`src/rtl/fetch_buffer_unit_if.sv`:
```
// Instruction-memory request/response bus between the fetch unit and imem.
// Requests use valid/ready; responses return in order, one word per rvalid.
interface fetch_buffer_unit_if;
   logic        imem_req;
   logic [31:0] imem_addr;
   logic        imem_ready;
   logic        imem_rvalid;
   logic [31:0] imem_rdata;

   modport master (
      output imem_req,
      output imem_addr,
      input  imem_ready,
      input  imem_rvalid,
      input  imem_rdata
   );

   modport slave (
      input  imem_req,
      input  imem_addr,
      output imem_ready,
      output imem_rvalid,
      output imem_rdata
   );
endinterface

```
`src/rtl/fetch_buffer_unit.sv`:
```
// Instruction-fetch front end: owns the fetch PC, issues in-order imem
// requests, buffers returned words and drives the F/D pipeline register.
// DEPTH bounds outstanding requests plus queued words (legal range 1..4).
module fetch_buffer_unit #(
   parameter int unsigned DEPTH        = 2,
   parameter logic [31:0] RESET_VECTOR = 32'h0000_0000
) (
   input  logic                        clk,
   input  logic                        reset,
   input  logic                        StallF,
   input  logic                        StallD,
   input  logic                        FlushD,
   input  logic                        PCSrcW,
   input  logic [31:0]                 ResultW,
   fetch_buffer_unit_if.master         imem,
   output logic [31:0]                 PCF,
   output logic [31:0]                 InstrD,
   output logic [31:0]                 PCD,
   output logic                        ValidD
);

   localparam int unsigned   PW       = (DEPTH > 1) ? $clog2(DEPTH) : 1;
   localparam logic [PW-1:0] LAST_IDX = PW'(DEPTH - 1);
   localparam logic [2:0]    CAP      = 3'(DEPTH);

   logic [31:0]   fpc;
   logic [31:0]   dpc;
   logic [2:0]    out_cnt;
   logic [2:0]    q_cnt;
   logic [2:0]    drop_cnt;
   logic [31:0]   q_mem [DEPTH];
   logic [PW-1:0] rd_ptr;
   logic [PW-1:0] wr_ptr;
   logic [31:0]   instr_d;
   logic [31:0]   pc_d;
   logic          valid_d;

   logic          issue_ok;
   logic          req;
   logic          accept;
   logic          resp_v;
   logic          resp_keep;
   logic          dec_adv;
   logic          pop;
   logic          bypass;
   logic          push;

   function automatic logic [PW-1:0] next_ptr(input logic [PW-1:0] p);
      return (p == LAST_IDX) ? '0 : p + PW'(1);
   endfunction

   // Issue gating, response qualification and decode-side push/pop decisions.
   // A response with no outstanding request is stale and ignored; a response
   // in a redirect cycle or while drops are pending never reaches the queue.
   always_comb begin
      issue_ok  = ({1'b0, out_cnt} + {1'b0, q_cnt}) < {1'b0, CAP};
      req       = reset && !StallF && !PCSrcW && issue_ok;
      accept    = req && imem.imem_ready;
      resp_v    = imem.imem_rvalid && (out_cnt != '0);
      resp_keep = resp_v && !PCSrcW && (drop_cnt == '0);
      dec_adv   = !PCSrcW && !StallD && !FlushD;
      pop       = dec_adv && (q_cnt != '0);
      bypass    = dec_adv && (q_cnt == '0) && resp_keep;
      push      = resp_keep && !bypass;
   end

   assign imem.imem_req  = req;
   assign imem.imem_addr = fpc;
   assign PCF            = fpc;
   assign InstrD         = instr_d;
   assign PCD            = pc_d;
   assign ValidD         = valid_d;

   // Fetch PC, outstanding-request count and pending-drop count.
   // On redirect every request still outstanding after this edge is marked
   // for discard; that already covers any drops pending from earlier.
   always_ff @(posedge clk or negedge reset) begin
      if (!reset) begin
         fpc      <= RESET_VECTOR;
         out_cnt  <= '0;
         drop_cnt <= '0;
      end else begin
         out_cnt <= out_cnt + 3'(accept) - 3'(resp_v);
         if (PCSrcW) begin
            fpc      <= ResultW;
            drop_cnt <= out_cnt - 3'(resp_v);
         end else begin
            if (accept) begin
               fpc <= fpc + 32'd4;
            end
            if (resp_v && (drop_cnt != '0)) begin
               drop_cnt <= drop_cnt - 3'd1;
            end
         end
      end
   end

   // Word queue plus the PC of the oldest undelivered word.
   always_ff @(posedge clk or negedge reset) begin
      if (!reset) begin
         for (int unsigned i = 0; i < DEPTH; i++) begin
            q_mem[i] <= '0;
         end
         rd_ptr <= '0;
         wr_ptr <= '0;
         q_cnt  <= '0;
         dpc    <= RESET_VECTOR;
      end else if (PCSrcW) begin
         rd_ptr <= '0;
         wr_ptr <= '0;
         q_cnt  <= '0;
         dpc    <= ResultW;
      end else begin
         if (push) begin
            q_mem[wr_ptr] <= imem.imem_rdata;
            wr_ptr        <= next_ptr(wr_ptr);
         end
         if (pop) begin
            rd_ptr <= next_ptr(rd_ptr);
         end
         q_cnt <= q_cnt + 3'(push) - 3'(pop);
         if (pop || bypass) begin
            dpc <= dpc + 32'd4;
         end
      end
   end

   // F/D pipeline register: redirect beats stall beats flush beats delivery.
   always_ff @(posedge clk or negedge reset) begin
      if (!reset) begin
         instr_d <= '0;
         pc_d    <= RESET_VECTOR;
         valid_d <= 1'b0;
      end else if (PCSrcW) begin
         valid_d <= 1'b0;
      end else if (!StallD) begin
         if (FlushD) begin
            valid_d <= 1'b0;
         end else if (pop) begin
            instr_d <= q_mem[rd_ptr];
            pc_d    <= dpc;
            valid_d <= 1'b1;
         end else if (bypass) begin
            instr_d <= imem.imem_rdata;
            pc_d    <= dpc;
            valid_d <= 1'b1;
         end else begin
            valid_d <= 1'b0;
         end
      end
   end

endmodule

```
`src/flat_wrapper.sv`:
```
// flat-port wrapper written by rule: the top's interface ports become plain ports
module fetch_buffer_unit_flat 
#(
   parameter int unsigned DEPTH        = 2,
   parameter logic [31:0] RESET_VECTOR = 32'h0000_0000
)
  (clk, reset, StallF, StallD, FlushD, PCSrcW, ResultW, PCF, InstrD, PCD, ValidD, imem_imem_req, imem_imem_addr, imem_imem_ready, imem_imem_rvalid, imem_imem_rdata);
  fetch_buffer_unit_if imem_i ();
  input  logic clk;
  input  logic reset;
  input  logic StallF;
  input  logic StallD;
  input  logic FlushD;
  input  logic PCSrcW;
  input  logic [31:0] ResultW;
  output logic [31:0] PCF;
  output logic [31:0] InstrD;
  output logic [31:0] PCD;
  output logic ValidD;
  output wire logic [$bits(imem_i.imem_req)-1:0] imem_imem_req;
  output wire logic [$bits(imem_i.imem_addr)-1:0] imem_imem_addr;
  input wire logic [$bits(imem_i.imem_ready)-1:0] imem_imem_ready;
  input wire logic [$bits(imem_i.imem_rvalid)-1:0] imem_imem_rvalid;
  input wire logic [$bits(imem_i.imem_rdata)-1:0] imem_imem_rdata;
  assign imem_imem_req = imem_i.imem_req;
  assign imem_imem_addr = imem_i.imem_addr;
  assign imem_i.imem_ready = imem_imem_ready;
  assign imem_i.imem_rvalid = imem_imem_rvalid;
  assign imem_i.imem_rdata = imem_imem_rdata;
  fetch_buffer_unit #(.DEPTH(DEPTH), .RESET_VECTOR(RESET_VECTOR)) u_core (.clk(clk), .reset(reset), .StallF(StallF), .StallD(StallD), .FlushD(FlushD), .PCSrcW(PCSrcW), .ResultW(ResultW), .imem(imem_i), .PCF(PCF), .InstrD(InstrD), .PCD(PCD), .ValidD(ValidD));
endmodule
```
`config.mk`:
```
export PLATFORM = sky130hd
export DESIGN_NAME = fetch_buffer_unit_flat
export DESIGN_NICKNAME = d
export VERILOG_FILES = /design/src/rtl/fetch_buffer_unit_if.sv /design/src/rtl/fetch_buffer_unit.sv /design/src/flat_wrapper.sv
export SDC_FILE = /design/constraint.sdc
export NUM_CORES = 1
export LEC_CHECK = 0
export ABC_AREA = 1
export BUFFER_PORTS_ARGS = -buffer_cell sky130_fd_sc_hd__clkbuf_2
export CAP_MARGIN = 10
export CORE_ASPECT_RATIO = 1.2
export CORE_UTILIZATION = 40
export DETAILED_ROUTE_END_ITERATION = 12
export SLEW_MARGIN = 20
export SYNTH_ARGS = -nofsm -noshare
export SYNTH_HDL_FRONTEND = slang
export SYNTH_SLANG_ARGS = --single-unit
```
`constraint.sdc`:
```
create_clock -name clk -period 2.85 [get_ports clk]
set_input_delay 0.1425 -clock clk [delete_from_list [all_inputs] [get_ports clk]]
set_output_delay 0.1425 -clock clk [all_outputs]
set_load 0.03 [all_outputs]
```
* Yosys cells after proc, flatten, opt, wreduce, memory -nomap -nowiden
Cells that the tools add are included.
** Storage, ports and cells
- Register bits :: 204
- Logic and storage cells :: 95
- Latch bits :: 0
- Bits in read-only memories :: 0
- Output and inout bits :: 130
- Memories :: 0
- RAM bits :: 0
- Input bits :: 72
** Cells by class
- Order comparisons :: 4
- Divide/modulo/power cells :: 0
- Eq/ne operators :: 1
- Reductions and logical operators :: 34
- Shift operators :: 0
- Mux-type cells :: 28
- $mul :: 0
- Bitwise gates (word level) :: 5
- $add $sub $neg :: 11
** Operators by type and width (number)
- 32-bit 2-to-1 mux :: 12
- 32-bit by 3-bit adder with 32-bit output (second input constant) :: 2
- 64-bit bitwise mux :: 1
- 32-bit demux with 1-bit select :: 1
- 1-bit logical AND :: 15
- 2-bit nonzero test :: 6
- 1-bit 2-to-1 mux :: 11
- 3-bit 2-to-1 mux :: 3
- 3-bit nonzero test :: 3
- 3-bit by 1-bit subtractor with 3-bit output :: 3
- 3-bit by 1-bit adder with 3-bit output :: 2
- 3-bit zero test :: 2
- 1-bit zero test :: 5
- 3-bit by 3-bit adder with 4-bit output :: 1
- 2-bit greater-or-equal comparator (second input constant) :: 2
- 4-bit by 2-bit less-than comparator with 1-bit output (second input constant) :: 1
- 1-bit inverter with 2-bit output :: 2
- 4-bit AND reduction :: 1
- 1-bit inverter :: 3
- 3-bit by 1-bit subtractor with 3-bit output (second input constant) :: 1
- 1-bit adder (second input constant) :: 2
- 2-bit by 1-bit less-than comparator with 1-bit output (second input constant) :: 1
- 2-bit by 1-bit != test with 1-bit output (second input constant) :: 1
- 2-bit AND reduction :: 1
- 1-bit logical OR :: 1

* Depth between registers and ports, before layout
- Depth after elaboration :: 10
- Depth in mapped cells :: 13
- Mapped depth without buffers :: 12

* Worst setup path before layout
Ideal clock, no wire load.
- Path kind :: register to register
- Start point :: reg u_core.out_cnt[1]
- End point :: reg u_core.out_cnt[2]
- Library setup time :: 123 ps
- Buffers on the path :: 1
- Setup slack :: 298 ps
- Cell stages (with the launch flop) :: 12
- Arrival time :: 2430 ps
- Cell sequence :: dfrtp_1 > inv_1 > fa_1 > nand3b_1 > nor2_1 > nand3_2 > inv_1 > buf_2 > ha_1 > inv_1 > fa_1 > xnor2_1
** Between the ends
- Cells in the longest elaborated chain, start to end :: 6
- Elaborated cells between the ends (all ways) :: 8
- Those cells by class :: 3 x add/sub; 1 x order compare; 4 x reduce/logical
** Ends and longest elaborated chain
- start, declared :: line fetch_buffer_unit.sv:28 : logic [2:0] out_cnt;
- start signal, assigned :: line fetch_buffer_unit.sv:83 : out_cnt <= out_cnt + 3'(accept) - 3'(resp_v);
- 3-bit by 3-bit adder with 4-bit output :: line fetch_buffer_unit.sv:56 : issue_ok = ({1'b0, out_cnt} + {1'b0, q_cnt}) < {1'b0, CAP};
- 4-bit by 2-bit less-than comparator with 1-bit output :: line fetch_buffer_unit.sv:56
- 1-bit logical AND :: line fetch_buffer_unit.sv:57 : req = reset && !StallF && !PCSrcW && issue_ok;
- 1-bit logical AND :: line fetch_buffer_unit.sv:58 : accept = req && imem.imem_ready;
- 3-bit by 1-bit adder with 3-bit output :: line fetch_buffer_unit.sv:83
- 3-bit by 1-bit subtractor with 3-bit output * :: line fetch_buffer_unit.sv:83
Mark *: on every way between the ends. The rest lies on a longest branch, timed or not.
A chain may end at the register's enable or synchronous reset.

* Worst setup path after layout
- Start point :: reg u_core.out_cnt[1]
- End point :: reg u_core.fpc[15] (netlist: u_core.PCF[15])
** Between the ends
- Cells in the longest elaborated chain, start to end :: 5
** Ends and longest elaborated chain
- 3-bit by 3-bit adder with 4-bit output :: line fetch_buffer_unit.sv:56
- 4-bit by 2-bit less-than comparator with 1-bit output :: line fetch_buffer_unit.sv:56
- 1-bit logical AND :: line fetch_buffer_unit.sv:57
- 1-bit logical AND :: line fetch_buffer_unit.sv:58
- 2-bit nonzero test (no source line)
- end signal, assigned :: line fetch_buffer_unit.sv:85 : fpc <= ResultW;
- end signal, assigned :: line fetch_buffer_unit.sv:89 : fpc <= fpc + 32'd4;
- end, declared :: line fetch_buffer_unit.sv:26 : logic [31:0] fpc;
Every way passes these cells.

==> results.yml <==
placement:
  dpl.cell_count: 1883
  place.gp.congestion: 0.883
  io_buffers: 201
  dpl.hpwl_mm: 20.8
  place_area_mm2: 0.0118
routing:
  drc: 0
  firstDrtPassIters: 5
  wl_mm: 30.8
  antenna_left: 0
  vias_per_cell: 4.99
  wl_per_cell_um: 15.5
  first_iter_violations: 470
  vias: 9885
setup_path:
  path_max_fanout: 21
  cp.arrival_ns: 2.80
  critPathCaptureType: "register"
  r2r_setup_slack_ns: 0.45
  reg2regPathDepth: 12
  r2r-end: "u_core.PCF[15]"
  worstSetupStartpointType: "register"
  timing.rr.start: "u_core.out_cnt[1]"
  cp.required_ns: 3.24
  crit_type: "reg2reg"
power:
  p_leak_nw: 6.67
  p_per_area_mw_per_mm2: 836
  vdd.ir_drop.worst_mv: 0.537
global_routing:
  grt_pass1_wl_mm: 49.0
  antenna_found_initial: 1
  grt-ovfl-total: 0
  grt_max_degree: 127
  grt_pass1_vias: 9536
  grt_util_all_layers: 0.226
sta:
  post-route-min-period_ns: 2.40
  fin_crit_sh: 0.844
  fin_skew_ns: 0.0133
  rsz0062_at_grt: "false"
  slew_headroom: 0.485
  max_freq_mhz: 416
  hold_violations: 0
  slew_viol_final: 0
  tightest_slew_ns: 0.773
  tns_ns: 0
  setup_violations: 0
cts:
  cts.sinks: 204
  clock_path_buffers: 3
  cts.clk_slew.worst_paths_ns: 0.07
  cts-buffers-inserted: 23
  root_buffer: "clkbuf_16"
  cts_tree: "built"
  clock_latency_ns: 0.51
  htreeDepth: 1
floorplan:
  rows: 65
  core_area_mm2: 0.0264
  start_util: 0.409
  die_h_um: 182
  io_pins: 202
  fp.dieArea_mm2: 0.0276
  die_w_um: 152
final_layout:
  fin_cells: 1981
  design_area_mm2: 0.0132
  layout.nets: 1716
  drive_above_1_share: 0.173
  n_fill_cell: 2651
  area_growth_pct: 22.4
hold_path:
  hold_path_class: "in2async"
yosys:
  syn_area_mm2: 0.0108
  synth_area_per_cell_um2: 7.57
  netlist-cell-type-count: 34
  ys_seq_area_frac: 0.474
  async_reset_ff_frac: 1.00
  synthCells: 1422
  synth_seq_cells: 204
  yosys_most_used_dff: "dfrtp_1"
  synth.yosys.warnings: 0
  synth_edf_count: 0
  syn-num-nets: 1509
run_status:
  status: "finished, final reports clean"
run:
  cap_violations: 0
cell type report:
| class | count | area [µm²] | area share |
|---|---|---|---|
| sequential | 204 | 5110 | 0.387 |
| multi-input combinational | 986 | 4610 | 0.350 |
| timing repair buffer | 276 | 1760 | 0.134 |
| clock buffer | 27 | 631 | 0.0478 |
| inverter | 138 | 518 | 0.0393 |
| tap | 335 | 419 | 0.0318 |
| clock inverter | 14 | 136 | 0.0103 |
| antenna | 1 | 2.50 | 0.000190 |
cell usage in the layout, fill, tap and decap left out, types with 5 or more instances in the layout:
cell / instances
xnor2_1: 5
dlygate4sd3_1: 55
clkbuf_16: 23
clkinv_2: 6
nand2_1: 498
o21ai_0: 145
xor2_1: 19
a21oi_1: 9
clkinvlp_4: 5
clkbuf_2: 200
a31oi_1: 33
nor2_2: 5
nor2_1: 96
nor3_1: 10
ha_1: 12
dfrtp_1: 203
clkbuf_8: 5
inv_1: 134
nand3_1: 84
nand4_1: 30
o211ai_1: 16
buf_4: 17
registers in the layout, summed over array words and instances (netlist names):
name             flops
u_core.q_cnt         3
u_core.q_mem        64
u_core.out_cnt       3
u_core.PCD          32
u_core.drop_cnt      3
u_core.dpc          32
u_core.ValidD        1
u_core.InstrD       32
u_core.rd_ptr        1
u_core.PCF          32
u_core.wr_ptr        1
cell usage after synthesis, types with 4 or more instances:
library cell	number	area [µm²]
o211ai_1	16	120
nor2_2	5	31.3
nand3_1	84	420
buf_2	22	110
ha_1	12	150
buf_4	36	270
xnor2_1	5	43.8
nand4_1	30	188
xor2_1	19	166
nor2_4	4	45.0
nand2_1	499	1870
a31oi_1	33	206
clkbuf_1	25	93.8
inv_1	134	503
buf_1	5	18.8
dfrtp_1	204	5100
nor2_1	96	360
a21oi_1	9	45.0
o21ai_0	145	726
nor3_1	10	50.1
critical path, cell delays in order, from the launching register on:
cell and delay [ns]:
dfrtp_1 0.46, inv_1 0.13, fa_1 0.52, nand3b_1 0.08
nor2_1 0.16, nand3_2 0.09, buf_4 0.18, nand2_2 0.20
inv_2 0.23, nand2_1 0.11, nand2_1 0.05, inv_1 0.05
nand2_1 0.04
how the worst max path moves through the flow:
stage | start | end | slack [ns] | cells after the start
after floorplan | u_core.out_cnt[1] | u_core.out_cnt[2] | 0.30 | 11
after global placement | u_core.out_cnt[1] | u_core.PCF[15] | 0.49 | 12
after detailed placement | u_core.out_cnt[1] | u_core.PCF[15] | 0.46 | 12
after CTS | u_core.out_cnt[1] | u_core.PCF[15] | 0.44 | 12
after global routing | u_core.out_cnt[1] | u_core.PCF[4] | 0.22 | 10
final | u_core.out_cnt[1] | u_core.PCF[15] | 0.45 | 12
routing by layer:
| metal | GRT usage | up-vias | routed length, µm |
|---|---|---|---|
| li1 | - | 4926 | - |
| met1 | 0.272 | 4608 | 12600 |
| met2 | 0.402 | 292 | 15500 |
| met3 | 0.0304 | 59 | 1660 |
| met4 | 0.0836 | 0 | 1010 |
| met5 | 0 | - | 0 |
power breakdown:
group | switching [mW] | leakage [nW] | total (mW) | internal (mW)
Clock | 1.25 | 0.369 | 3.02 | 1.77
Combinational | 2.49 | 3.74 | 3.63 | 1.14
Sequential | 0.591 | 2.56 | 4.38 | 3.79
Total | 4.32 | 6.67 | 11.0 | 6.70
cells by family after synthesis:
group,count (synthesis),share of synthesized area
and+or+nand+nor,737,0.282
DFF,204,0.474
AOI/OAI and AO/OA,210,0.106
adders and majority gates,15,0.0195
buffers and inverters,232,0.0984
xor gates and xnor gates,24,0.0195
what timing repair did:
item / in CTS / in global routing
hold buffers: 54 / 1
resized for setup: 0 / 0
hold endpoints to repair: 261 / 1
setup buffers: 0 / 0
per-stage QoR:
stage | utilization | hold WS, ns | worst slack (ns) | power [mW]
final | 0.500 | 0.00691 | 0.446 | 11.0
after global routing | 0.500 | 0.00255 | 0.219 | 11.7
after CTS | 0.499 | 0.00116 | 0.437 | 11.1
after detailed placement | 0.449 | -0.0326 | 0.459 | 8.03
after global placement | 0.449 | -0.0299 | 0.493 | 7.94
after floorplan | - | -0.153 | 0.298 | 6.91
Note: power is estimated with default switching activity, not from simulation.
